--- src/rtl/uart_rx_if.sv ---
// Received-word handshake between the UART receiver and its consumer.
// The receiver drives the word and its flags; the consumer drives ready.
interface uart_rx_if #(
  parameter int DATA_BITS = 8
);
  logic [DATA_BITS-1:0] data_out;
  logic                 valid;
  logic                 ready;
  logic                 frame_err;
  logic                 parity_err;

  modport master (output data_out, valid, frame_err, parity_err, input ready);
  modport slave  (input data_out, valid, frame_err, parity_err, output ready);
endinterface

--- src/rtl/uart_rx_core.sv ---
// Parametrised UART receiver: 2-FF synchroniser, mid-bit sampling, parity/framing flags.
// Define UART_RX_FIFO_EN for a FIFO_DEPTH-entry word FIFO; otherwise a single holding register.
//
// state | meaning
// IDLE  | waiting for a low line (or for the line to go high again after a break)
// START | confirming the start bit at the half-bit point
// DATA  | sampling DATA_BITS payload bits, LSB first
// PAR   | sampling the parity bit
// STOP  | sampling STOP_BITS stop bits, then pushing the word
module uart_rx_core #(
  parameter int CLK_DIV    = 868,
  parameter int DATA_BITS  = 8,
  parameter int PARITY     = 0,
  parameter int STOP_BITS  = 1,
  parameter int FIFO_DEPTH = 8
) (
  input  logic      clk,
  input  logic      rst_n,
  input  logic      data_in,
  uart_rx_if.master rx,
  output logic      overrun,
  output logic      busy
);

  localparam int                CNT_W    = $clog2(CLK_DIV);
  localparam logic [CNT_W-1:0]  CNT_LAST = CNT_W'(CLK_DIV - 1);
  localparam logic [CNT_W-1:0]  CNT_HALF = CNT_W'((CLK_DIV / 2) - 1);
  localparam int                ENT_W    = DATA_BITS + 2;

  typedef enum logic [2:0] {IDLE, START, DATA, PAR, STOP} state_t;

  state_t               state, state_n;
  logic [1:0]           sync_q;
  logic                 rx_s;
  logic [CNT_W-1:0]     cnt, cnt_n;
  logic [3:0]           bit_idx, bit_idx_n;
  logic [DATA_BITS-1:0] shift, shift_n;
  logic                 perr_q, perr_n;
  logic                 ferr_q, ferr_n;
  logic                 brk_q, brk_n;
  logic                 push;
  logic [ENT_W-1:0]     entry;
  logic [ENT_W-1:0]     head;
  logic                 has_word;
  logic                 pop;
  logic                 accept;
  logic                 drop;

  always_ff @(posedge clk or negedge rst_n) begin
    if (!rst_n) sync_q <= 2'b11;
    else        sync_q <= {sync_q[0], data_in};
  end
  assign rx_s = sync_q[1];

  always_ff @(posedge clk or negedge rst_n) begin
    if (!rst_n) begin
      state   <= IDLE;
      cnt     <= '0;
      bit_idx <= '0;
      shift   <= '0;
      perr_q  <= 1'b0;
      ferr_q  <= 1'b0;
      brk_q   <= 1'b0;
    end else begin
      state   <= state_n;
      cnt     <= cnt_n;
      bit_idx <= bit_idx_n;
      shift   <= shift_n;
      perr_q  <= perr_n;
      ferr_q  <= ferr_n;
      brk_q   <= brk_n;
    end
  end

  always_comb begin
    state_n   = state;
    cnt_n     = (cnt == CNT_LAST) ? '0 : cnt + 1'b1;
    bit_idx_n = bit_idx;
    shift_n   = shift;
    perr_n    = perr_q;
    ferr_n    = ferr_q;
    brk_n     = brk_q;
    push      = 1'b0;
    case (state)
      IDLE: begin
        cnt_n     = '0;
        bit_idx_n = '0;
        // After a break the line must return high before a new start is accepted
        if (brk_q) begin
          if (rx_s) brk_n = 1'b0;
        end else if (!rx_s) begin
          state_n = START;
          perr_n  = 1'b0;
          ferr_n  = 1'b0;
        end
      end
      START: begin
        if (cnt == CNT_HALF) begin
          cnt_n   = '0;
          state_n = rx_s ? IDLE : DATA;
        end
      end
      DATA: begin
        if (cnt == CNT_LAST) begin
          shift_n = {rx_s, shift[DATA_BITS-1:1]};
          if (bit_idx == 4'(DATA_BITS - 1)) begin
            bit_idx_n = '0;
            state_n   = (PARITY != 0) ? PAR : STOP;
          end else begin
            bit_idx_n = bit_idx + 1'b1;
          end
        end
      end
      PAR: begin
        if (cnt == CNT_LAST) begin
          perr_n  = (PARITY == 1) ? ~(^shift ^ rx_s) : (^shift ^ rx_s);
          state_n = STOP;
        end
      end
      STOP: begin
        if (cnt == CNT_LAST) begin
          if (!rx_s) ferr_n = 1'b1;
          if (bit_idx == 4'(STOP_BITS - 1)) begin
            push      = 1'b1;
            state_n   = IDLE;
            bit_idx_n = '0;
            brk_n     = ~rx_s;
          end else begin
            bit_idx_n = bit_idx + 1'b1;
          end
        end
      end
      default: state_n = IDLE;
    endcase
  end

  // The final stop sample is folded in directly since ferr_q lags by one cycle
  assign entry = {ferr_q | ~rx_s, perr_q, shift};

`ifdef UART_RX_FIFO_EN
  localparam int PTR_W = $clog2(FIFO_DEPTH);

  logic [ENT_W-1:0] mem [FIFO_DEPTH];
  logic [PTR_W:0]   wptr, rptr;
  logic             empty, full;

  assign empty    = (wptr == rptr);
  assign full     = (wptr[PTR_W] != rptr[PTR_W]) && (wptr[PTR_W-1:0] == rptr[PTR_W-1:0]);
  assign has_word = ~empty;
  assign pop      = has_word & rx.ready;
  assign accept   = push & (~full | pop);
  assign drop     = push & full & ~pop;
  assign head     = mem[rptr[PTR_W-1:0]];

  always_ff @(posedge clk) begin
    if (accept) mem[wptr[PTR_W-1:0]] <= entry;
  end

  always_ff @(posedge clk or negedge rst_n) begin
    if (!rst_n) begin
      wptr <= '0;
      rptr <= '0;
    end else begin
      if (accept) wptr <= wptr + 1'b1;
      if (pop)    rptr <= rptr + 1'b1;
    end
  end
`else
  logic [ENT_W-1:0] hold;
  logic             hold_v;

  assign has_word = hold_v;
  assign pop      = hold_v & rx.ready;
  assign accept   = push & (~hold_v | pop);
  assign drop     = push & hold_v & ~pop;
  assign head     = hold;

  always_ff @(posedge clk or negedge rst_n) begin
    if (!rst_n) begin
      hold   <= '0;
      hold_v <= 1'b0;
    end else if (accept) begin
      hold   <= entry;
      hold_v <= 1'b1;
    end else if (pop) begin
      hold_v <= 1'b0;
    end
  end
`endif

  always_ff @(posedge clk or negedge rst_n) begin
    if (!rst_n) overrun <= 1'b0;
    else        overrun <= drop;
  end

  // Outputs are gated by valid so stale storage never leaks out
  assign rx.valid      = has_word;
  assign rx.data_out   = has_word ? head[DATA_BITS-1:0] : '0;
  assign rx.parity_err = has_word & head[DATA_BITS];
  assign rx.frame_err  = has_word & head[DATA_BITS+1];
  assign busy          = (state != IDLE);

endmodule

--- src/flat_wrapper.sv ---
// flat-port wrapper written by rule: the top's interface ports become plain ports
module uart_rx_core_flat 
#(
  parameter int CLK_DIV    = 868,
  parameter int DATA_BITS  = 8,
  parameter int PARITY     = 0,
  parameter int STOP_BITS  = 1,
  parameter int FIFO_DEPTH = 8
)
  (clk, rst_n, data_in, overrun, busy, rx_data_out, rx_valid, rx_frame_err, rx_parity_err, rx_ready);
  uart_rx_if #(.DATA_BITS(DATA_BITS)) rx_i ();
  input  logic clk;
  input  logic rst_n;
  input  logic data_in;
  output logic overrun;
  output logic busy;
  output wire logic [$bits(rx_i.data_out)-1:0] rx_data_out;
  output wire logic [$bits(rx_i.valid)-1:0] rx_valid;
  output wire logic [$bits(rx_i.frame_err)-1:0] rx_frame_err;
  output wire logic [$bits(rx_i.parity_err)-1:0] rx_parity_err;
  input wire logic [$bits(rx_i.ready)-1:0] rx_ready;
  assign rx_data_out = rx_i.data_out;
  assign rx_valid = rx_i.valid;
  assign rx_frame_err = rx_i.frame_err;
  assign rx_parity_err = rx_i.parity_err;
  assign rx_i.ready = rx_ready;
  uart_rx_core #(.CLK_DIV(CLK_DIV), .DATA_BITS(DATA_BITS), .PARITY(PARITY), .STOP_BITS(STOP_BITS), .FIFO_DEPTH(FIFO_DEPTH)) u_core (.clk(clk), .rst_n(rst_n), .data_in(data_in), .rx(rx_i), .overrun(overrun), .busy(busy));
endmodule
--- config.mk ---
export PLATFORM = sky130hd
export DESIGN_NAME = uart_rx_core_flat
export DESIGN_NICKNAME = d
export VERILOG_FILES = /design/src/rtl/uart_rx_if.sv /design/src/rtl/uart_rx_core.sv /design/src/flat_wrapper.sv
export SDC_FILE = /design/constraint.sdc
export NUM_CORES = 1
export LEC_CHECK = 0
export ABC_AREA = 1
export CAP_MARGIN = 20
export CORE_MARGIN = 3
export CORE_UTILIZATION = 40
export CTS_CLUSTER_DIAMETER = 50
export DETAILED_ROUTE_END_ITERATION = 10
export GPL_TIMING_DRIVEN = 0
export PLACE_DENSITY = 0.66
export SLEW_MARGIN = 20
export SYNTH_ARGS = -nofsm -noshare
export SYNTH_HDL_FRONTEND = slang
export SYNTH_SLANG_ARGS = --single-unit
export TNS_END_PERCENT = 100
--- constraint.sdc ---
create_clock -name clk -period 3.31 [get_ports clk]
set_input_delay 0.8275 -clock clk [delete_from_list [all_inputs] [get_ports clk]]
set_output_delay 0.8275 -clock clk [all_outputs]
set_load 0.02 [all_outputs]
# --- After elaboration in Yosys (flattened, before gate mapping) ---
# Cells that the tools add are included.
# Widths: inputs -> output; s select.
word_totals:
  word_cells: 91
  register_bits: 42
  in_bits: 4
  out_inout_bits: 13
op_classes:
  eq_ne: 16
  bitwise_logic: 12
  n_mux: 36
  addsub: 2
  n_reduce_logical: 14
op_table:
  columns: ["cell", "count"]
  rows:
  - ["$mux 3", 8]
  - ["$mux 10", 2]
  - ["$pmux 10 s2", 1]
  - ["$mux 4", 4]
  - ["$pmux 3 s5", 1]
  - ["$mux 1", 14]
  - ["$ne 2x1->1 const B", 6]
  - ["$pmux 4 s3", 1]
  - ["$add 10x1->10 const B", 1]
  - ["$eq 10x10->1 const B", 1]
  - ["$eq 10x9->1 const B", 1]
  - ["$mux 8", 1]
  - ["$reduce_and 8->1", 1]
  - ["$reduce_xor 8->1", 1]
  - ["$and 1x1->1", 6]
  - ["$eq 3x2->1 const B", 2]
  - ["$ne 2x2->1 const B", 3]
  - ["$pmux 1 s2", 3]
  - ["$reduce_and 3->1", 2]
  - ["$reduce_bool 2->1", 3]
  - ["$reduce_bool 3->1", 2]
  - ["$reduce_and 5->1", 1]
  - ["$add 4x1->4 const B", 1]
  - ["$eq 4x3->1 const B", 1]
  - ["10 further kinds", 13]

# --- Depth between registers and ports, before layout ---
# Gate-level depths: netlist of run 1.
logic_depth:
  word_depth: 6
  depth_mapped: 11
  mapped_depth_nobuf: 11

# --- Worst setup path before layout of run 1 ---
# Ideal clock, no wire load.
synth_timing:
  kind: "register -> output"
  startpoint: "reg u_core.hold_v, in the netlist u_core.rx.valid"
  endpoint: "out rx_data_out[0]"
  required_time_ps: 2483
  arrival_ps: 953
  stages_incl_launch_ff: 4
  n_path_buf: 1
  path_slack_ps: 1530
  cell_sequence: "dfrtp_1 > clkbuf_1 > nand2_1 > inv_1"
synth_between:
  elab_chain_cells: 1
synth_rtl:
  columns: ["element", "line", "rtl"]
  rows:
  - ["from (decl)", "uart_rx_core.sv:170", "logic hold_v;"]
  - ["from (signal assigned)", "uart_rx_core.sv:181", "hold_v <= 1'b0;"]
  - ["from (signal assigned)", "uart_rx_core.sv:184", "hold_v <= 1'b1;"]
  - ["from (signal assigned)", "uart_rx_core.sv:186", "hold_v <= 1'b0;"]
  - ["$mux 8", "uart_rx_core.sv:198", "assign rx.data_out = has_word ? head[DATA_BITS-1:0] : '0;"]
  - ["to (decl)", "flat_wrapper.sv:17", "output wire logic [$bits(rx_i.data_out)-1:0] rx_data_out;"]
# Every way passes these cells.

# --- Worst setup path after layout of run 1 ---
# Same ends and word-level chain as after synthesis.

==> results.py, run 1 <==
metrics = {
    "hold_path": {
        "whs_path_depth": 0,
        "hold_class": "flip-flop to flip-flop",
        "min_from": "u_core.sync_q[0]",
        "holdPathEnd": "u_core.sync_q[1]",
    },
    "sta": {
        "slew_headroom_pct": 73.7,
        "max_freq_ghz": 0.387,
        "hold_viol": 0,
        "period_share_pct": 78.0,
        "min_period_ps": 2580,
        "rsz0062_at_grt": "no",
        "fin_skew_ps": 8.78,
        "timing.hold.ws_ps": 357,
        "setup_violations": 0,
        "report.final.slew_viol_count": 0,
        "tightestPinTransition_ps": 394,
        "timing.setup.tns_ps": 0,
    },
    "clock_network": {
        "cts_hold_buf": 0,
        "cts_buffers": 5,
        "postCtsSetupRepairBufs": 0,
        "clk_latency_ps": 280,
        "htreeDepth": 2,
        "tritoncts": "yes",
        "cts.sinks": 42,
        "cts_resized": 0,
        "clkTransAtPathRegs_ps": 80,
        "cts_root_buf": "clkbuf_8",
        "clockBufferDepth": 2,
    },
    "final_layout": {
        "nets": 327,
        "final_cells": 390,
        "final_layout_size_suffix_gt1_share_pct": 14.4,
        "area_growth_pct": 15.0,
        "antenna_cells": 0,
    },
    "place": {
        "hpwl_mm": 3.05,
        "dp.cells": 382,
        "port_buffers": 16,
        "place.gp.congestion": 0.792,
    },
    "routing": {
        "drtAntennaViolNets": 0,
        "avgViaCountPerCell": 4.54,
        "vias": 1771,
        "drtIter0Drc": 80,
        "wire_per_inst_um": 10.3,
        "routed_wl_mm": 4.03,
        "first_pass_iters": 4,
        "drc": 0,
    },
    "synth": {
        "syn_inst": 295,
        "yosysWarnings": 0,
        "synth.yosys.seq_area_share_pct": 46.1,
        "avgSynthCellArea_sq_um": 7.74,
        "synth.distinct_cells": 29,
        "synth_seq_cells": 42,
        "syn_area_sq_um": 2280,
        "postSynthNetCount": 303,
    },
    "die": {
        "core_sq_um": 5300,
        "start_util_pct": 43.1,
        "die_h_um": 81.6,
        "die_x_um": 81.6,
        "io_pins": 17,
        "die_area_sq_um": 6650,
        "num_rows": 26,
    },
    "critical_path": {
        "rr_startpoint": "u_core.cnt[0]",
        "end_kind": "output pin",
        "critPathArrivalTime_ps": 1750,
        "cp.required_ps": 2480,
        "path_max_fanout": 10,
        "path_class": "flip-flop to output pin",
        "r2r_cells": 8,
        "start_kind": "flip-flop",
        "reg2reg_to": "u_core.state[2]",
        "rrSetupSlack_ps": 1680,
    },
    "pwr": {
        "power_leakage_nw": 1.38,
        "peakVddDrop_mv": 0.225,
        "p_per_area_nw_per_um2": 321,
    },
    "global_route": {
        "grt_first_pass_wirelength_mm": 7.09,
        "grt_start_max_net_pins": 30,
        "gr-usage-all-layers_pct": 13.6,
        "first_global_vias": 1614,
        "grt_overflow_total": 0,
        "antenna_found_initial": 0,
    },
    "run_status": {
        "outcome": "complete, no violations",
    },
    "run": {
        "drv_cap": 0,
    },
}
## stage by stage
| step | area, sq um | util [%] | setup WS [ps] | total power, mW |
|---|---|---|---|---|
| 3_5_place_dp | 2550 | 48.0 | 1030 | 0.546 |
| 2_1_floorplan | 2280 | - | 1530 | 0.529 |
| 3_3_place_gp | 2530 | 47.8 | 257 | 0.544 |
| 6_report | 2630 | 49.6 | 729 | 0.842 |
| 4_1_cts | 2630 | 49.6 | 705 | 0.858 |
| 5_1_grt | 2630 | 49.6 | 579 | 0.882 |
## cells in the mapped netlist
cell	n	share of area (%)
nor2_1	25	4.1
nand3_1	12	2.6
nor2_4	1	0.49
clkbuf_1	1	0.16
dfrtp_1	40	44
xnor2_1	1	0.38
o21ai_1	10	2.2
xor2_1	5	1.9
a21boi_0	1	0.33
dfstp_2	2	2.3
nand2_4	1	0.49
o21ai_0	10	2.2
nor3_1	5	1.1
o211ai_1	1	0.33
inv_2	4	0.66
inv_1	49	8.1
nand2_2	11	3.0
ha_1	4	2.2
nand4_1	3	0.82
nor4_1	1	0.27
nand3_2	2	0.88
buf_6	2	0.99
o21ai_2	5	1.9
buf_8	1	0.66
nor2_8	1	0.88
nand2_1	84	14
a21oi_2	1	0.38
a21oi_1	4	0.88
nor2_2	8	2.2
## kinds of logic (layout without fill, tap and decap cells)
family,count (synthesis),in the layout,synth area share (%)
AOI/OAI and AO/OA,32,32,8.22
xor gates and xnor gates,6,6,2.30
adders and majority gates,4,4,2.19
buffers and inverters,57,82,10.5
DFF,42,42,46.1
and+or+nand+nor,154,154,30.7
## cell type report
class | count | area [sq um]
multi-input combinational | 196 | 991
inverter | 53 | 199
tap | 70 | 87.6
buffer | 4 | 41.3
sequential | 42 | 1050
fill | 527 | 2680
timing repair buffer | 17 | 175
clock buffer | 8 | 80.1
## critical path, cell delays in order (launching register included)
cell             delay (ps)
dfrtp_1                 360
clkbuf_1                340
nand2_1                  90
inv_1                    70
clkdlybuf4s50_1         610
## worst max-delay path by stage
stage	to	slack (ps)	start
floorplan	rx_data_out[0]	1530	u_core.rx.valid
global placement	u_core.bit_idx[2]	260	rst_n
detailed placement	rx_data_out[2]	1030	u_core.rx.valid
CTS	rx_data_out[2]	710	u_core.rx.valid
global route	rx_data_out[7]	580	u_core.rx.valid
finish	rx_data_out[0]	730	u_core.rx.valid
## registers in the layout, indices dropped and copies added, names as in the netlist
name,count
u_core.state,3
u_core.brk_q,1
u_core.sync_q,2
u_core.rx.valid,1
u_core.bit_idx,4
u_core.perr_q,1
u_core.cnt,10
u_core.ferr_q,1
u_core.head,10
u_core.overrun,1
u_core.shift,8
## cells in the final DEF (no fill, tap or decap), types with 3 or more instances in the layout
master / instances
clkbuf_8: 5
inv_2: 4
nor3_1: 5
nand2_1: 84
nand2_2: 11
a21oi_1: 4
o21ai_1: 10
xor2_1: 5
nand4_1: 3
clkbuf_1: 4
clkdlybuf4s50_1: 15
nor2_1: 25
o21ai_2: 5
o21ai_0: 10
nand3_1: 12
inv_1: 49
dfrtp_1: 40
nor2_2: 8
ha_1: 4
## where the power goes
group          internal (mW)  switching [mW]  leakage, nW  total, mW
clock                  0.150           0.158       0.0395      0.308
combinational        0.00593          0.0121        0.779     0.0181
sequential             0.515         0.00151        0.560      0.517
## layer usage
metal,wire [um],GRT usage (%)
met1,2000,18.3
met2,1860,21.7
met3,139,2.96
met4,25,4.49
met5,0,0
No activity file was read; power rests on OpenSTA's default activity.
==> inputs of run 2 (changes only) <==
==> constraint.sdc (replaced) <==
create_clock -name clk -period 2.6 [get_ports clk]
set_input_delay 0.65 -clock clk [delete_from_list [all_inputs] [get_ports clk]]
set_output_delay 0.65 -clock clk [all_outputs]
set_load 0.02 [all_outputs]
==> results of run 2 <==
The final DEF is identical to that of run 1. Status: complete, no violations.
Among the figures that moved: setup slack after placement 1030 ps -> 495 ps; setup slack after layout 729 ps -> 197 ps; hold slack 357 ps -> 264 ps; register-to-register setup slack 1680 ps -> 970 ps; total power 0.842 mW -> 1.07 mW; worst IR drop on VDD 0.225 mV -> 0.286 mV
==> inputs of run 3 (changes only) <==
--- a/config.mk
+++ b/config.mk
@@ -6,7 +6,7 @@
 export NUM_CORES = 1
 export LEC_CHECK = 0
 export ABC_AREA = 1
-export CAP_MARGIN = 20
+export CAP_MARGIN = 15
 export CORE_MARGIN = 3
 export CORE_UTILIZATION = 40
 export CTS_CLUSTER_DIAMETER = 50
==> results of run 3 <==
The final DEF is identical to that of run 1. Status: complete, no violations.
Among the figures that moved: setup slack after placement 1030 ps -> 495 ps; setup slack after layout 729 ps -> 197 ps; hold slack 357 ps -> 264 ps; register-to-register setup slack 1680 ps -> 970 ps; total power 0.842 mW -> 1.07 mW; worst IR drop on VDD 0.225 mV -> 0.286 mV
